[config.mk]
export PLATFORM = sky130hd
export DESIGN_NAME = mem_stage_reg_flat
export DESIGN_NICKNAME = d
export VERILOG_FILES = /design/src/rtl/mem_stage_reg_pkg.sv /design/src/rtl/mem_stage_reg_if.sv /design/src/rtl/mem_load_align.sv /design/src/rtl/mem_stage_reg.sv /design/src/flat_wrapper.sv
export SDC_FILE = /design/constraint.sdc
export NUM_CORES = 1
export LEC_CHECK = 0
export CAP_MARGIN = 20
export CORE_AREA = 2 2 125 127
export DETAILED_ROUTE_END_ITERATION = 10
export DIE_AREA = 0 0 127 129
export PLACE_DENSITY_LB_ADDON = 0.12
export SYNTH_ARGS = -nofsm -noshare
export SYNTH_HDL_FRONTEND = slang
export SYNTH_HIERARCHICAL = 1
export SYNTH_SLANG_ARGS = --single-unit
[constraint.sdc]
create_clock -name clk -period 4.2 [get_ports clk]
set_input_delay 0.63 -clock clk [delete_from_list [all_inputs] [get_ports clk]]
set_output_delay 0.63 -clock clk [all_outputs]
set_load 0.05 [all_outputs]
[src/rtl/mem_stage_reg_pkg.sv]
// Shared constants for the MEM pipeline stage: load-op encoding, exception
// vector layout and the MEM->WB bus width.
package mem_stage_reg_pkg;

  // es_ld_op is one-hot {ld_w, ld_h, ld_hu, ld_b, ld_bu}
  localparam int LD_OP_W   = 5;
  localparam int LD_W_BIT  = 4;
  localparam int LD_H_BIT  = 3;
  localparam int LD_HU_BIT = 2;
  localparam int LD_B_BIT  = 1;
  localparam int LD_BU_BIT = 0;

  localparam int EXC_W    = 16;
  localparam int EXC_INT  = 0;
  localparam int EXC_ADEF = 1;
  localparam int EXC_ALE  = 2;
  localparam int EXC_SYS  = 3;
  localparam int EXC_BRK  = 4;
  localparam int EXC_INE  = 5;
  localparam int EXC_ERTN = 6;

  // {pc, final_result, rf_we, rf_waddr, except}
  localparam int MS_TO_WS_BUS_W = 32 + 32 + 1 + 5 + EXC_W;

endpackage

[src/rtl/mem_stage_reg_if.sv]
// EX->MEM payload bus with its allowin back-pressure.
interface mem_stage_reg_if;
  import mem_stage_reg_pkg::*;

  logic               es_to_ms_valid;
  logic               ms_allowin;
  logic [31:0]        es_pc;
  logic [31:0]        es_result;
  logic               es_rf_we;
  logic [4:0]         es_rf_waddr;
  logic               es_res_from_mem;
  logic               es_mem_req;
  logic [LD_OP_W-1:0] es_ld_op;
  logic [EXC_W-1:0]   es_except;
  logic               es_addr_hs;

  modport master (
    output es_to_ms_valid, es_pc, es_result, es_rf_we, es_rf_waddr,
           es_res_from_mem, es_mem_req, es_ld_op, es_except, es_addr_hs,
    input  ms_allowin
  );

  modport slave (
    input  es_to_ms_valid, es_pc, es_result, es_rf_we, es_rf_waddr,
           es_res_from_mem, es_mem_req, es_ld_op, es_except, es_addr_hs,
    output ms_allowin
  );
endinterface

[src/rtl/mem_load_align.sv]
// Combinational load-data extraction: selects byte/half/word by address and
// sign- or zero-extends according to the one-hot load op.
module mem_load_align
  import mem_stage_reg_pkg::*;
(
  input  logic [31:0]        rdata,
  input  logic [1:0]         a,
  input  logic [LD_OP_W-1:0] ld_op,
  output logic [31:0]        result
);

  logic        [7:0]  byte_u;
  logic        [15:0] half_u;
  logic signed [7:0]  byte_s;
  logic signed [15:0] half_s;

  always_comb begin
    byte_u = rdata[7:0];
    case (a)
      2'd1:    byte_u = rdata[15:8];
      2'd2:    byte_u = rdata[23:16];
      2'd3:    byte_u = rdata[31:24];
      default: byte_u = rdata[7:0];
    endcase
    half_u = a[1] ? rdata[31:16] : rdata[15:0];
    byte_s = signed'(byte_u);
    half_s = signed'(half_u);

    result = rdata;
    if (ld_op[LD_W_BIT])       result = rdata;
    else if (ld_op[LD_H_BIT])  result = 32'(half_s);
    else if (ld_op[LD_HU_BIT]) result = {16'b0, half_u};
    else if (ld_op[LD_B_BIT])  result = 32'(byte_s);
    else if (ld_op[LD_BU_BIT]) result = {24'b0, byte_u};
  end

endmodule

[src/rtl/mem_stage_reg.sv]
// MEM pipeline stage: waits for the data-SRAM response, aligns load data, buffers
// it under WB back-pressure and discards responses of flushed instructions.
// Optional MS_PERF_CNT_EN adds the ms_stall_cnt stall-cycle counter output.
module mem_stage_reg
  import mem_stage_reg_pkg::*;
#(
  parameter int DISCARD_W = 2
)
(
  input  logic               clk,
  input  logic               resetn,
  mem_stage_reg_if.slave     es,
  input  logic               data_sram_data_ok,
  input  logic [31:0]        data_sram_rdata,
  input  logic               except_flush,
  input  logic               ws_allowin,
  output logic               ms_to_ws_valid,
  output logic [31:0]        ms_pc,
  output logic [31:0]        ms_final_result,
  output logic               ms_rf_we,
  output logic [4:0]         ms_rf_waddr,
  output logic [EXC_W-1:0]   ms_except_out,
  output logic               ms_fwd_block
`ifdef MS_PERF_CNT_EN
  ,
  output logic [31:0]        ms_stall_cnt
`endif
);

  localparam int DISC_MAX = (1 << DISCARD_W) - 1;

  logic               vld_p1;
  logic [31:0]        pc_p1;
  logic [31:0]        result_p1;
  logic               rf_we_p1;
  logic [4:0]         rf_waddr_p1;
  logic               load_p1;
  logic               mem_req_p1;
  logic [LD_OP_W-1:0] ld_op_p1;
  logic [EXC_W-1:0]   except_p1;
  logic               data_seen_p1;
  logic               buf_valid_p1;
  logic [31:0]        rdata_buf_p1;
  logic [DISCARD_W-1:0] discard_cnt;

  logic                 resp_take;
  logic                 disc_dec;
  logic                 pend_lost;
  logic [1:0]           flush_add;
  logic [DISCARD_W+1:0] disc_sum;
  logic [DISCARD_W-1:0] disc_next;
  logic                 ms_ready_go;
  logic                 accept;
  logic [31:0]          load_src;
  logic [31:0]          load_data;
  logic [MS_TO_WS_BUS_W-1:0] ms_to_ws_bus;

  // A response only belongs to the current instruction once all stale ones are gone
  assign resp_take   = data_sram_data_ok & (discard_cnt == '0);
  assign disc_dec    = data_sram_data_ok & (discard_cnt != '0);
  assign ms_ready_go = ~mem_req_p1 | data_seen_p1 | buf_valid_p1 | resp_take;
  assign es.ms_allowin = ~vld_p1 | (ms_ready_go & ws_allowin);
  assign ms_to_ws_valid = vld_p1 & ms_ready_go & ~except_flush;
  assign accept = es.es_to_ms_valid & es.ms_allowin;

  always_comb begin
    pend_lost = vld_p1 & mem_req_p1 & ~data_seen_p1 & ~resp_take;
    flush_add = except_flush ? (2'(pend_lost) + 2'(es.es_addr_hs)) : 2'd0;
    disc_sum  = (DISCARD_W+2)'(discard_cnt) + (DISCARD_W+2)'(flush_add)
              - (DISCARD_W+2)'(disc_dec);
    disc_next = (disc_sum > (DISCARD_W+2)'(DISC_MAX)) ? DISCARD_W'(DISC_MAX)
                                                      : disc_sum[DISCARD_W-1:0];
  end

  assign load_src = buf_valid_p1 ? rdata_buf_p1 : data_sram_rdata;

  mem_load_align u_align (
    .rdata  (load_src),
    .a      (result_p1[1:0]),
    .ld_op  (ld_op_p1),
    .result (load_data)
  );

  assign ms_fwd_block = vld_p1 & load_p1 & ~(data_seen_p1 | buf_valid_p1 | resp_take);

  assign ms_to_ws_bus = {pc_p1,
                         load_p1 ? load_data : result_p1,
                         rf_we_p1 & vld_p1,
                         rf_waddr_p1,
                         except_p1 & {EXC_W{vld_p1}}};
  assign {ms_pc, ms_final_result, ms_rf_we, ms_rf_waddr, ms_except_out} = ms_to_ws_bus;

  // EX -> MEM stage register and response tracking
  always_ff @(posedge clk or negedge resetn) begin
    if (!resetn) begin
      vld_p1       <= 1'b0;
      pc_p1        <= '0;
      result_p1    <= '0;
      rf_we_p1     <= 1'b0;
      rf_waddr_p1  <= '0;
      load_p1      <= 1'b0;
      mem_req_p1   <= 1'b0;
      ld_op_p1     <= '0;
      except_p1    <= '0;
      data_seen_p1 <= 1'b0;
      buf_valid_p1 <= 1'b0;
      rdata_buf_p1 <= '0;
      discard_cnt  <= '0;
    end else begin
      if (except_flush)       vld_p1 <= 1'b0;
      else if (es.ms_allowin) vld_p1 <= es.es_to_ms_valid;

      discard_cnt <= disc_next;

      if (accept) begin
        pc_p1        <= es.es_pc;
        result_p1    <= es.es_result;
        rf_we_p1     <= es.es_rf_we;
        rf_waddr_p1  <= es.es_rf_waddr;
        load_p1      <= es.es_res_from_mem;
        mem_req_p1   <= es.es_mem_req;
        ld_op_p1     <= es.es_ld_op;
        except_p1    <= es.es_except;
        data_seen_p1 <= 1'b0;
        buf_valid_p1 <= 1'b0;
      end else if (resp_take & vld_p1 & mem_req_p1 & ~data_seen_p1) begin
        data_seen_p1 <= 1'b1;
        if (!ws_allowin) begin
          buf_valid_p1 <= 1'b1;
          rdata_buf_p1 <= data_sram_rdata;
        end
      end
    end
  end

  always_ff @(posedge clk) begin
    if (resetn && except_flush)
      assert (disc_sum <= (DISCARD_W+2)'(DISC_MAX))
        else $error("mem_stage_reg: discard counter overflow");
    if (resetn && es.es_to_ms_valid && (es.es_except != '0))
      assert (!es.es_mem_req)
        else $error("mem_stage_reg: memory request on excepting instruction");
  end

`ifdef MS_PERF_CNT_EN
  always_ff @(posedge clk or negedge resetn) begin
    if (!resetn)                    ms_stall_cnt <= '0;
    else if (vld_p1 & ~ms_ready_go) ms_stall_cnt <= ms_stall_cnt + 32'd1;
  end
`endif

endmodule
[src/flat_wrapper.sv]
// flat-port wrapper written by rule: the top's interface ports become plain ports
module mem_stage_reg_flat import mem_stage_reg_pkg::*;
#(
  parameter int DISCARD_W = 2
)
  (clk, resetn, data_sram_data_ok, data_sram_rdata, except_flush, ws_allowin, ms_to_ws_valid, ms_pc, ms_final_result, ms_rf_we, ms_rf_waddr, ms_except_out, ms_fwd_block, es_es_to_ms_valid, es_es_pc, es_es_result, es_es_rf_we, es_es_rf_waddr, es_es_res_from_mem, es_es_mem_req, es_es_ld_op, es_es_except, es_es_addr_hs, es_ms_allowin);
  mem_stage_reg_if es_i ();
  input  logic clk;
  input  logic resetn;
  input  logic data_sram_data_ok;
  input  logic [31:0] data_sram_rdata;
  input  logic except_flush;
  input  logic ws_allowin;
  output logic ms_to_ws_valid;
  output logic [31:0] ms_pc;
  output logic [31:0] ms_final_result;
  output logic ms_rf_we;
  output logic [4:0] ms_rf_waddr;
  output logic [EXC_W-1:0] ms_except_out;
  output logic ms_fwd_block;
  input wire logic [$bits(es_i.es_to_ms_valid)-1:0] es_es_to_ms_valid;
  input wire logic [$bits(es_i.es_pc)-1:0] es_es_pc;
  input wire logic [$bits(es_i.es_result)-1:0] es_es_result;
  input wire logic [$bits(es_i.es_rf_we)-1:0] es_es_rf_we;
  input wire logic [$bits(es_i.es_rf_waddr)-1:0] es_es_rf_waddr;
  input wire logic [$bits(es_i.es_res_from_mem)-1:0] es_es_res_from_mem;
  input wire logic [$bits(es_i.es_mem_req)-1:0] es_es_mem_req;
  input wire logic [$bits(es_i.es_ld_op)-1:0] es_es_ld_op;
  input wire logic [$bits(es_i.es_except)-1:0] es_es_except;
  input wire logic [$bits(es_i.es_addr_hs)-1:0] es_es_addr_hs;
  output wire logic [$bits(es_i.ms_allowin)-1:0] es_ms_allowin;
  assign es_i.es_to_ms_valid = es_es_to_ms_valid;
  assign es_i.es_pc = es_es_pc;
  assign es_i.es_result = es_es_result;
  assign es_i.es_rf_we = es_es_rf_we;
  assign es_i.es_rf_waddr = es_es_rf_waddr;
  assign es_i.es_res_from_mem = es_es_res_from_mem;
  assign es_i.es_mem_req = es_es_mem_req;
  assign es_i.es_ld_op = es_es_ld_op;
  assign es_i.es_except = es_es_except;
  assign es_i.es_addr_hs = es_es_addr_hs;
  assign es_ms_allowin = es_i.ms_allowin;
  mem_stage_reg #(.DISCARD_W(DISCARD_W)) u_core (.clk(clk), .resetn(resetn), .es(es_i), .data_sram_data_ok(data_sram_data_ok), .data_sram_rdata(data_sram_rdata), .except_flush(except_flush), .ws_allowin(ws_allowin), .ms_to_ws_valid(ms_to_ws_valid), .ms_pc(ms_pc), .ms_final_result(ms_final_result), .ms_rf_we(ms_rf_we), .ms_rf_waddr(ms_rf_waddr), .ms_except_out(ms_except_out), .ms_fwd_block(ms_fwd_block));
endmodule
==> key figures <==
Status
  • Outcome: finished, final reports clean

Global routing
  • GR Util All Layers: 22.5%
  • Antenna violations before repair: 0
  • Congestion Overflow GR: 0
  • First-pass GRT wire length: 28,300 µm
  • Vias in the first global route: 5,366
  • Largest net degree at the start of global routing: 73

CTS
  • Worst skew pair latency: 410 ps
  • CTS tree: built
  • CTS H-Tree Depth: 4
  • CTS Buf Count: 17
  • Reg clk slew, reported paths: 50 ps
  • Gates resized, CTS repair: 0
  • Clk buf depth: 2
  • Clock sinks: 130
  • Hold_buf cts: 0
  • Setup repair bufs after CTS: 0
  • CTS root buf: clkbuf_16

Yosys
  • Syn_nets: 642
  • Mean area per synthesized cell: 13.3 µm²
  • Cell variety after synth: 48
  • Ys async rst share: 100%
  • Synthesized flop and latch total: 130
  • Sequential-to-total area share from yosys stat: 48.6%
  • Synth Area in Simple Gates: 5.78%
  • Compound-Gate Fraction of Synth Area: 7.61%
  • Area share of fa/ha/maj cells after synthesis: 1.23%
  • Top_reg_cell synth: dfrtp_1
  • Multiplexer area fraction after synthesis: 33.4%
  • Number of flops mapped to enable cells by yosys: 0
  • Yosys warns: 6
  • Mapped Cells: 504
  • Post-Syn Area: 6690 µm²
  • Largest family of logic cells by synthesized area: multiplexers
  • Post-Synth XOR/XNOR Area: 0%

Critical path
  • Critical R2R Launch: u_core/vld_p1
  • Worst R2R Setup Slack: 1330 ps
  • WP buf/inv: 3
  • R2R depth: 11
  • Crit Path Category: input port to output port
  • Critical-path cell list: clkdlybuf4s50_1, mux2_2, mux4_2, o21ai_1, o21bai_1, buf_4, a21o_1, mux2_2, buf_12
  • Worst Path Max Fanout: 8
  • Reg-to-Reg End: u_core/discard_cnt[1]
  • Startpoint Class: input port
  • Setup crit end kind: output port
  • Arrival time worst endpoint: 3250 ps
  • Crit path required time: 3570 ps
  • CP dominant cell by count: mux2_2
  • CP max stage delay: 490 ps
  • Top Family by Delay on Critical Path: multiplexers
  • Critical-path top delay cell: mux4_2

Final layout
  • Inserted Diodes: 0
  • Most frequent cells in the layout: 193 x clkdlybuf4s50_1, 142 x mux2_2, 129 x dfrtp_1, 48 x mux2_1, 19 x buf_4
  • Most common cell after layout, fill and taps aside: clkdlybuf4s50_1
  • Area growth from synthesis to layout: 44.4%
  • Fin area: 9660 µm²
  • Layout cells sized above 1: 30.2%
  • Layout Nets: 858

Floorplan
  • Die extent in x: 127 µm
  • FP Rows: 45
  • Die H: 129 µm
  • IO Pins: 221
  • Placeable Area: 15,000 µm²
  • Starting Density: 44.7%
  • Die ar.: 16,400 µm²

Power and ir drop
  • Pleak: 4.13 nW
  • Power Dens Cells: 531 nW/µm²
  • Peak supply drop: 291 µV

Timing
  • Setup violations, final: 0
  • Post-route minimum period: 3880 ps
  • Actual slew at the worst max-slew pin: 772 ps
  • Slew headroom: 48.4%
  • Max Fclk: 258 MHz
  • RSZ-0062 raised after global routing: no
  • Final hold violations: 0
  • WHS: 68.0 ps
  • Part of the cycle the worst path needs: 92.3%
  • TNS Setup: 0 ps
  • Slew Limit Fails: 0
  • Clock skew: 7.38 ps

Route
  • Vias after detailed routing: 4,932
  • DRT Pass-1 Iters: 5
  • DRC Markers: 0
  • ANT nets after route: 0
  • Via density: 5.38
  • DRT iter0 DRCs: 238
  • WL per Instance: 19.6 µm
  • DRT Wirelength: 17,900 µm

Placement
  • GP Congestion: 0.860
  • Area after DPL: 9150 µm²
  • Port bufs: 220
  • Post-DP HPWL: 13,600 µm

Hold path
  • HP Class: input port to asynchronous set/reset pin

Flow run
  • MaxCap Viol Count: 0
-- stage by stage --
step | util [%] | std cells | setup slack (ps) | power, W
CTS | 64.5 | 916 | 192 | 0.00519
floorplan | - | 504 | 705 | 0.00302
finish | 64.5 | 916 | 324 | 0.00514
detailed placement | 61.1 | 889 | 364 | 0.00386
global route | 64.5 | 916 | 149 | 0.00539
global placement | 61.1 | 889 | 384 | 0.00380
-- synthesized netlist by cell type, drive strengths merged (4+ instances only) --
library cell	count	area (µm²)
nand2	4	15.0
a21o	16	128
and2	17	106
mux2	190	2140
ha	5	62.6
o21ai	7	35.0
mux2i	7	70.1
o22ai	9	56.3
inv	7	26.3
nor2	16	60.1
a221o	10	100
nor3	5	36.3
buf	25	171
a21oi	12	71.3
dfrtp	130	3250
clkbuf	8	31.3
nand2b	5	31.3
o21a	5	37.5
-- cells by family (layout without fill, tap and decap cells) --
kind of cell,Yosys count,after routing
and+or+nand+nor,63,63
buffers and inverters,40,264
muxes,198,198
AOI/OAI and AO/OA,67,67
adders and majority gates,6,6
DFF,130,130
-- area by class of cell --
| class | count | area [µm²] |
|---|---|---|
| Sequential cell | 130 | 3250 |
| Tap cell | 188 | 235 |
| Inverter | 7 | 26.3 |
| Clock inverter | 7 | 65.1 |
| Multi-Input combinational cell | 334 | 3210 |
| Fill cell | 1120 | 5310 |
| Clock buffer | 20 | 447 |
| Timing Repair Buffer | 230 | 2430 |
-- metal layers --
layer	GRT usage, %	vias up	part of all wire (%)
met1	26.6	2453	39
met3	7.94	25	8.1
met5	0	-	0
li1	-	2266	-
met2	38.6	188	51
met4	7.56	0	2.1
-- flip-flops by register name, summed over array words and instances (netlist names) --
register             flops
u_core/buf_valid_p1      1
u_core/data_seen_p1      1
u_core/discard_cnt       2
u_core/except_p1        16
u_core/ld_op_p1          5
u_core/load_p1           1
u_core/mem_req_p1        1
u_core/ms_pc            32
u_core/ms_rf_waddr       5
u_core/rdata_buf_p1     32
u_core/result_p1        32
u_core/rf_we_p1          1
u_core/vld_p1            1
-- worst max path at each step --
| stage | from | endpoint | slack (ps) | cells after the start |
|---|---|---|---|---|
| finish | data_sram_rdata[23] | ms_final_result[25] | 320 | 9 |
| global route | u_core/buf_valid_p1 | ms_final_result[25] | 150 | 8 |
| CTS | u_core/buf_valid_p1 | ms_final_result[25] | 190 | 8 |
| detailed placement | data_sram_rdata[23] | ms_final_result[25] | 360 | 9 |
| global placement | data_sram_rdata[23] | ms_final_result[23] | 380 | 9 |
| floorplan | u_core/buf_valid_p1 | ms_final_result[21] | 710 | 9 |
-- power breakdown --
| part | internal [W] | switching, W | total (W) |
|---|---|---|---|
| clock | 0.000806 | 0.000503 | 0.00131 |
| sequential | 0.00150 | 0.000171 | 0.00167 |
| combinational | 0.000959 | 0.00119 | 0.00215 |
| total | 0.00327 | 0.00187 | 0.00514 |
Power figures use the tool's default switching activity.
